[src/rtl/regfile_bypass_pkg.sv]
// Shared CPU package for the register file slice.
// Holds the default data/address widths used by the register file and a
// helper that locates a read port's slice inside the packed address/data
// buses.
// Contents:
//   DEFAULT_DATA_W : default register width in bits
//   DEFAULT_ADDR_W : default register address width
//   sliceOffset()  : bit offset of port portIdx in a bus of width-bit slices
package regfile_bypass_pkg;

    localparam int DEFAULT_DATA_W = 32;
    localparam int DEFAULT_ADDR_W = 5;

    // Port i occupies bits [i*width +: width] of every packed per-port bus.
    function automatic int sliceOffset(input int portIdx, input int width);
        return portIdx * width;
    endfunction

endpackage

[src/rtl/regfile_scoreboard.sv]
// Pending-write tracker for the register file.
// One busy bit per register: an issue marks its destination pending, a
// writeback clears it, and a flush clears everything. The registered
// busy_cnt follows the population count of the busy bits one cycle later.
// Ports:
//   clk, rst_n        : clock and asynchronous active-low reset
//   rd_addr           : packed read addresses, NUM_RD slices of ADDR_W
//   rd_busy           : per read port, addressed register is still pending
//   wr_en, wr_addr    : writeback strobe and destination
//   iss_en, iss_addr  : issue strobe and destination
//   flush             : synchronous clear of all pending marks
//   busy_cnt          : registered count of pending registers
module regfile_scoreboard
    import regfile_bypass_pkg::*;
#(
    parameter int ADDR_W   = DEFAULT_ADDR_W,
    parameter int NUM_RD   = 2,
    parameter int ZERO_REG = 1
) (
    input  logic                     clk,
    input  logic                     rst_n,
    input  logic [NUM_RD*ADDR_W-1:0] rd_addr,
    output logic [NUM_RD-1:0]        rd_busy,
    input  logic                     wr_en,
    input  logic [ADDR_W-1:0]        wr_addr,
    input  logic                     iss_en,
    input  logic [ADDR_W-1:0]        iss_addr,
    input  logic                     flush,
    output logic [ADDR_W:0]          busy_cnt
);

    localparam int DEPTH = 2 ** ADDR_W;

    logic [DEPTH-1:0]  r_busyBits;
    logic [ADDR_W:0]   r_busyCnt;
    logic [ADDR_W:0]   w_popCount;
    logic [NUM_RD-1:0] w_rdBusy;
    logic              w_issOk;

    // Issues to the hardwired zero register never mark it pending.
    assign w_issOk = iss_en && !((ZERO_REG != 0) && (iss_addr == '0));

    // The issue update is written after the writeback clear so that an
    // issue and a writeback to the same register leave it pending.
    always_ff @(posedge clk or negedge rst_n) begin
        if (!rst_n) begin
            r_busyBits <= '0;
            r_busyCnt  <= '0;
        end else begin
            r_busyCnt <= w_popCount;
            if (flush) begin
                r_busyBits <= '0;
            end else begin
                if (wr_en) begin
                    r_busyBits[wr_addr] <= 1'b0;
                end
                if (w_issOk) begin
                    r_busyBits[iss_addr] <= 1'b1;
                end
            end
        end
    end

    always_comb begin
        w_popCount = '0;
        for (int j = 0; j < DEPTH; j++) begin
            w_popCount = w_popCount + (ADDR_W + 1)'(r_busyBits[j]);
        end
    end

    // A writeback landing this cycle already resolves the hazard for readers.
    always_comb begin
        w_rdBusy = '0;
        for (int i = 0; i < NUM_RD; i++) begin
            w_rdBusy[i] = r_busyBits[rd_addr[sliceOffset(i, ADDR_W) +: ADDR_W]]
                && !(wr_en && (wr_addr == rd_addr[sliceOffset(i, ADDR_W) +: ADDR_W]));
        end
    end

    assign rd_busy  = w_rdBusy;
    assign busy_cnt = r_busyCnt;

endmodule

[src/rtl/regfile_bypass.sv]
// Multi-port register file with writeback bypass and pending-write tracking.
// Storage and the per-port read/bypass muxes live here; busy tracking is
// delegated to regfile_scoreboard.
// Ports:
//   clk, rst_n        : clock and asynchronous active-low reset
//   rd_addr, rd_data  : packed read addresses / combinational read data
//   rd_busy           : per read port, addressed register has a pending write
//   wr_en, wr_addr,
//   wr_data           : writeback strobe, destination and value
//   iss_en, iss_addr  : issue strobe and destination
//   flush             : synchronous clear of all pending marks
//   busy_cnt          : registered count of pending registers
module regfile_bypass
    import regfile_bypass_pkg::*;
#(
    parameter int DATA_W   = DEFAULT_DATA_W,
    parameter int ADDR_W   = DEFAULT_ADDR_W,
    parameter int NUM_RD   = 2,
    parameter int ZERO_REG = 1
) (
    input  logic                     clk,
    input  logic                     rst_n,
    input  logic [NUM_RD*ADDR_W-1:0] rd_addr,
    output logic [NUM_RD*DATA_W-1:0] rd_data,
    output logic [NUM_RD-1:0]        rd_busy,
    input  logic                     wr_en,
    input  logic [ADDR_W-1:0]        wr_addr,
    input  logic [DATA_W-1:0]        wr_data,
    input  logic                     iss_en,
    input  logic [ADDR_W-1:0]        iss_addr,
    input  logic                     flush,
    output logic [ADDR_W:0]          busy_cnt
);

    localparam int DEPTH = 2 ** ADDR_W;

    logic [DATA_W-1:0]        r_mem [DEPTH];
    logic [NUM_RD*DATA_W-1:0] w_rdData;
    logic [ADDR_W-1:0]        w_portAddr;
    logic                     w_wrOk;

    // A writeback is only effective out of reset and away from the zero
    // register; the same qualifier gates the bypass so reads never see a
    // value that will not actually be stored.
    assign w_wrOk = wr_en && rst_n && !((ZERO_REG != 0) && (wr_addr == '0));

    always_ff @(posedge clk or negedge rst_n) begin
        if (!rst_n) begin
            for (int j = 0; j < DEPTH; j++) begin
                r_mem[j] <= '0;
            end
        end else if (w_wrOk) begin
            r_mem[wr_addr] <= wr_data;
        end
    end

    // Each port independently resolves zero register, bypass, then storage.
    always_comb begin
        w_rdData   = '0;
        w_portAddr = '0;
        for (int i = 0; i < NUM_RD; i++) begin
            w_portAddr = rd_addr[sliceOffset(i, ADDR_W) +: ADDR_W];
            if ((ZERO_REG != 0) && (w_portAddr == '0)) begin
                w_rdData[sliceOffset(i, DATA_W) +: DATA_W] = '0;
            end else if (w_wrOk && (wr_addr == w_portAddr)) begin
                w_rdData[sliceOffset(i, DATA_W) +: DATA_W] = wr_data;
            end else begin
                w_rdData[sliceOffset(i, DATA_W) +: DATA_W] = r_mem[w_portAddr];
            end
        end
    end

    assign rd_data = w_rdData;

    regfile_scoreboard #(
        .ADDR_W   (ADDR_W),
        .NUM_RD   (NUM_RD),
        .ZERO_REG (ZERO_REG)
    ) u_scoreboard (
        .clk      (clk),
        .rst_n    (rst_n),
        .rd_addr  (rd_addr),
        .rd_busy  (rd_busy),
        .wr_en    (wr_en),
        .wr_addr  (wr_addr),
        .iss_en   (iss_en),
        .iss_addr (iss_addr),
        .flush    (flush),
        .busy_cnt (busy_cnt)
    );

endmodule
[config.mk]
export PLATFORM = sky130hd
export DESIGN_NAME = regfile_bypass
export DESIGN_NICKNAME = d
export VERILOG_FILES = /design/src/rtl/regfile_bypass_pkg.sv /design/src/rtl/regfile_scoreboard.sv /design/src/rtl/regfile_bypass.sv
export SDC_FILE = /design/constraint.sdc
export NUM_CORES = 2
export LEC_CHECK = 0
export BUFFER_PORTS_ARGS = -buffer_cell sky130_fd_sc_hd__buf_2
export CAP_MARGIN = 20
export CORE_MARGIN = 8
export CORE_UTILIZATION = 60
export CTS_CLUSTER_SIZE = 28
export DETAILED_ROUTE_END_ITERATION = 8
export PLACE_DENSITY = 0.8
export SLEW_MARGIN = 30
export SYNTH_ARGS = -nofsm -noshare
export SYNTH_HDL_FRONTEND = slang
export SYNTH_SLANG_ARGS = --single-unit
[constraint.sdc]
create_clock -name clk -period 5.6 [get_ports clk]
set_input_delay 0.28 -clock clk [delete_from_list [all_inputs] [get_ports clk]]
set_output_delay 0.28 -clock clk [all_outputs]
set_load 0.02 [all_outputs]
==> impl.org <==
** Floorplan
- Overall die height :: 329 µm
- Total die area :: 0.108 mm²
- The floorplan step defined a core boundary enclosing 0.0967 mm².
- Number of placement rows :: 114
- Pin placement for this block handled 129 I/O pins.
- Effective utilization at floorplan :: 60.6%
- The die is 329 µm wide.

** Power
- Power per unit of standard cell area :: 324 mW/mm²
- LEAKAGE :: 28.9 nW
- Peak supply drop :: 263 µV

** Yosys
- After synthesis, the share of cell area in mux cells is 39.4%.
- FF+latch count, synth :: 1062
- After synthesis, the share of flip-flops with an asynchronous set or reset is 100%.
- Post-Synthesis Cells :: 4295
- Summing the areas of all and, or, nand and nor instances in the mapped netlist gives 3.23% of the synthesized area.
- Summing the areas of all compound-gate instances in the mapped netlist gives 6.32% of the synthesized area.
- Post-synth EDFFs :: 0
- Sequential cell area fraction in the yosys report :: 45.3%
- Adder and majority cell fraction of the synthesized area :: 0.990%
- The synthesized netlist occupies a cell area of 0.0586 mm².
- Net Count, Synth :: 4384
- Main combinational cell family by area after synthesis :: multiplexers
- After Yosys synthesis, XOR and XNOR cells account for 0.194% of the synthesized area.
- For this run, the leading register cell type out of synthesis is sky130_fd_sc_hd__dfrtp_1.
- Yosys mapped the design onto 67 distinct sky130hd cell types.
- Yosys warns :: 0
- A synthesized cell averages 13.6 µm².

** Critical path
- The worst setup path is captured at a flop.
- STA classifies the critical path startpoint as a flop.
- Data on the critical path arrives at its endpoint at 5.63 ns.
- In this run the worst path has a maximum fanout of 4.
- At the worst endpoint, the required time is 6.23 ns.
- Category of the critical setup timing path :: flop to flop

** Global routing
- The number of global-route vias before repair came to 42.5k.
- For this run the aggregate overflow at the end of global routing stands at 0.
- Global-route wire length before repair :: 282000 µm
- Entering global routing, the biggest net connects 151 pins.
- Number of antenna violations at the first check in global routing :: 18
- Global routing usage summed across all routing layers :: 34.9%

** STA
- The hold violation total from the final report was 0.
- Measured against its own limit, the worst slew margin works out to 24.3%.
- Dividing the final minimum period by the clock period gives 89.2%.
- Worst-case hold slack :: 0.0227 ns
- At the pin with the least slew margin, the transition time is 1.14 ns.
- Layout Skew :: 0.00770 ns
- Setup-failing EPs final :: 0
- The number of max-slew violations in the final report was 0.
- Based on the critical path, the design can be clocked at up to 200 MHz.
- Setup TNS after final layout :: 0 ns
- Subtracting the final worst setup slack from the clock period gives 5.00 ns.
- Setup repair after global routing missed its margin :: false

** Routing
- Post-route DRC :: 0
- Wire per inst :: 34.1 µm
- Detailed Route Iter0 Violations :: 5424
- Detailed-route vias per instance :: 7.42
- Total via count after detailed routing :: 41.5k
- After detailed routing, the total wire length is 191000 µm.
- The first detailed-routing pass took 6 iterations.
- The detail route stage leaves a number of antenna-violating nets equal to 0.

** Clock network
- The clock tree synthesis step divided the H-tree into 3 levels.
- The later pin in the worst-skew pair is clocked with a latency of 0.70 ns.
- TritonCTS built the clock tree.
- The tree built by TritonCTS fans out to 1062 sinks.
- After clock tree synthesis, the clock-pin slew on the worst setup and hold paths is 0.07 ns.
- In this run the clock root is driven by a sky130_fd_sc_hd__clkbuf_16.
- CTS resizes :: 0
- In this run, CTS created clock tree buffers numbering 112.
- No sink is reached through more buffers than the 3 on the longest clock path.

** Min path
- The worst hold path belongs to the class primary input to flop.

** Placed design
- Hpwl dp :: 114000 µm
- Input and output buffers added on the ports amount to 128.
- Final weighted congestion in routability-driven placement :: 0.894

** Outcome
- The run finished with clean final reports.

** Final layout
- Layout Nets :: 4296
- Area growth from synthesis to final layout :: 8.97%
- Cells with a size suffix above 1 make up 45.2% of the layout.

** Job
- Maxcap violations :: 0
## layer usage
metal	track usage, %	share of wire (%)
met5	0	0.049
met4	23.7	7.6
met3	10.3	12
met2	51.5	45
met1	44.5	36
## flip-flops by register name, indices dropped and copies added (netlist names)
name,cells
u_scoreboard.r_busyBits,32
u_scoreboard.busy_cnt,6
r_mem,1024
## cell type report
cell class                 instances  area [µm²]
inverter                          35         131
antenna                           12        30.0
timing repair buffer             268        2010
clock inverter                    44         597
tap                             1276        1600
fill                            6743       32800
sequential                      1062       26600
multi-input combinational       2728       29700
clock buffer                     163        3280
## power breakdown
part / total [mW] / internal (mW) / switching [mW]
clock network: 7.84 / 4.61 / 3.23
registers: 9.36 / 8.63 / 0.730
logic: 3.51 / 1.82 / 1.69
## synthesized netlist by cell type (11+ instances only)
| cell type | number | share of area, % |
|---|---|---|
| sky130_fd_sc_hd__mux2_2 | 1090 | 21 |
| sky130_fd_sc_hd__o221ai_1 | 17 | 0.25 |
| sky130_fd_sc_hd__buf_2 | 163 | 1.4 |
| sky130_fd_sc_hd__o22ai_1 | 131 | 1.4 |
| sky130_fd_sc_hd__buf_6 | 37 | 0.71 |
| sky130_fd_sc_hd__a2111oi_0 | 22 | 0.33 |
| sky130_fd_sc_hd__buf_4 | 46 | 0.59 |
| sky130_fd_sc_hd__or3_1 | 11 | 0.12 |
| sky130_fd_sc_hd__nor2b_1 | 22 | 0.23 |
| sky130_fd_sc_hd__nor4_1 | 12 | 0.13 |
| sky130_fd_sc_hd__mux4_2 | 339 | 13 |
| sky130_fd_sc_hd__a221o_1 | 28 | 0.48 |
| sky130_fd_sc_hd__mux2i_1 | 307 | 5.2 |
| sky130_fd_sc_hd__dfrtp_1 | 1062 | 45 |
| sky130_fd_sc_hd__nor3_1 | 59 | 0.50 |
| sky130_fd_sc_hd__nand2_1 | 102 | 0.65 |
| sky130_fd_sc_hd__nand3_1 | 15 | 0.13 |
| sky130_fd_sc_hd__a221oi_1 | 40 | 0.60 |
| sky130_fd_sc_hd__a22oi_1 | 26 | 0.33 |
| sky130_fd_sc_hd__fa_1 | 24 | 0.82 |
| sky130_fd_sc_hd__a211oi_1 | 24 | 0.31 |
| sky130_fd_sc_hd__inv_1 | 33 | 0.21 |
| sky130_fd_sc_hd__nand2b_1 | 15 | 0.16 |
| sky130_fd_sc_hd__o21ai_0 | 116 | 0.99 |
| sky130_fd_sc_hd__buf_1 | 11 | 0.070 |
| sky130_fd_sc_hd__nor2_1 | 100 | 0.64 |
| sky130_fd_sc_hd__a21oi_1 | 99 | 0.85 |
| sky130_fd_sc_hd__clkbuf_1 | 205 | 1.3 |
## critical path: stages (launching register included)
cell	delay, ns
sky130_fd_sc_hd__dfrtp_1	0.41
sky130_fd_sc_hd__ha_1	0.30
sky130_fd_sc_hd__inv_1	0.05
sky130_fd_sc_hd__fa_1	0.48
sky130_fd_sc_hd__inv_1	0.05
sky130_fd_sc_hd__fa_1	0.45
sky130_fd_sc_hd__fa_1	0.51
sky130_fd_sc_hd__fa_1	0.43
sky130_fd_sc_hd__fa_1	0.50
sky130_fd_sc_hd__inv_1	0.05
sky130_fd_sc_hd__fa_1	0.47
sky130_fd_sc_hd__inv_1	0.05
sky130_fd_sc_hd__fa_1	0.38
sky130_fd_sc_hd__inv_1	0.09
sky130_fd_sc_hd__fa_1	0.20
sky130_fd_sc_hd__inv_1	0.05
sky130_fd_sc_hd__a21o_1	0.14
sky130_fd_sc_hd__a21oi_1	0.17
sky130_fd_sc_hd__xnor2_1	0.14
## worst paths after layout
path	slack [ns]	endpoint	start	depth (start not counted)
worst min-delay path	0.02	u_scoreboard.r_busyBits[8]$_DFF_PN0_	iss_addr[4]	4
min in group asynchronous	0.15	r_mem[618]$_DFFE_PN0P_	rst_n	2
max in group asynchronous	2.69	r_mem[340]$_DFFE_PN0P_	rst_n	5
worst max-delay path	0.60	u_scoreboard.busy_cnt[4]$_DFF_PN0_	u_scoreboard.r_busyBits[0]$_DFF_PN0_	18
worst max register to register	0.60	u_scoreboard.busy_cnt[4]$_DFF_PN0_	u_scoreboard.r_busyBits[0]$_DFF_PN0_	18
worst min register to register	0.39	r_mem[1004]$_DFFE_PN0P_	r_mem[1004]$_DFFE_PN0P_	0
## logic make-up (layout without fill, tap and decap cells)
kind of cell    Yosys count  count (layout)
simple gates            390             390
buf+inv                 505             510
mux                    1740            1740
flops                  1062            1062
fa+ha+maj                32              32
xor+xnor                 13              13
compound gates          553             553
other cells               0              12
## cell usage in the layout, fill, tap and decap left out, types with 26 or more instances in the layout
master,n
sky130_fd_sc_hd__nor2_4,26
sky130_fd_sc_hd__mux4_2,339
sky130_fd_sc_hd__buf_2,121
sky130_fd_sc_hd__a21oi_1,99
sky130_fd_sc_hd__o21ai_0,116
sky130_fd_sc_hd__buf_4,113
sky130_fd_sc_hd__nor3_1,59
sky130_fd_sc_hd__inv_1,33
sky130_fd_sc_hd__nor2_1,75
sky130_fd_sc_hd__a221oi_1,40
sky130_fd_sc_hd__clkbuf_16,114
sky130_fd_sc_hd__mux2i_1,307
sky130_fd_sc_hd__a221o_1,28
sky130_fd_sc_hd__dfrtp_1,1062
sky130_fd_sc_hd__mux2_2,1090
sky130_fd_sc_hd__o22ai_1,131
sky130_fd_sc_hd__nand2_1,100
sky130_fd_sc_hd__a22oi_1,26
## stage by stage
step           setup slack [ns]  util [%]  cells  cell area, µm²  power (mW)
2_1_floorplan             0.828         -   4295           58600        11.8
3_5_place_dp              0.638      61.9   5363           59900        12.9
6_report                  0.603      66.0   5588           63900        20.7
4_1_cts                   0.607      66.0   5575           63800        20.6
5_1_grt                   0.457      66.0   5582           63900        21.4
3_3_place_gp              0.614      61.8   5358           59700        12.7
## timing repair
item / CTS / global route
hold buffers: 5 / 0
setup buffers: 0 / 0
hold endpoints to repair: 84 / 0
endpoints found under the setup margin: 0 / 0
(Power assumes the default switching activity.)
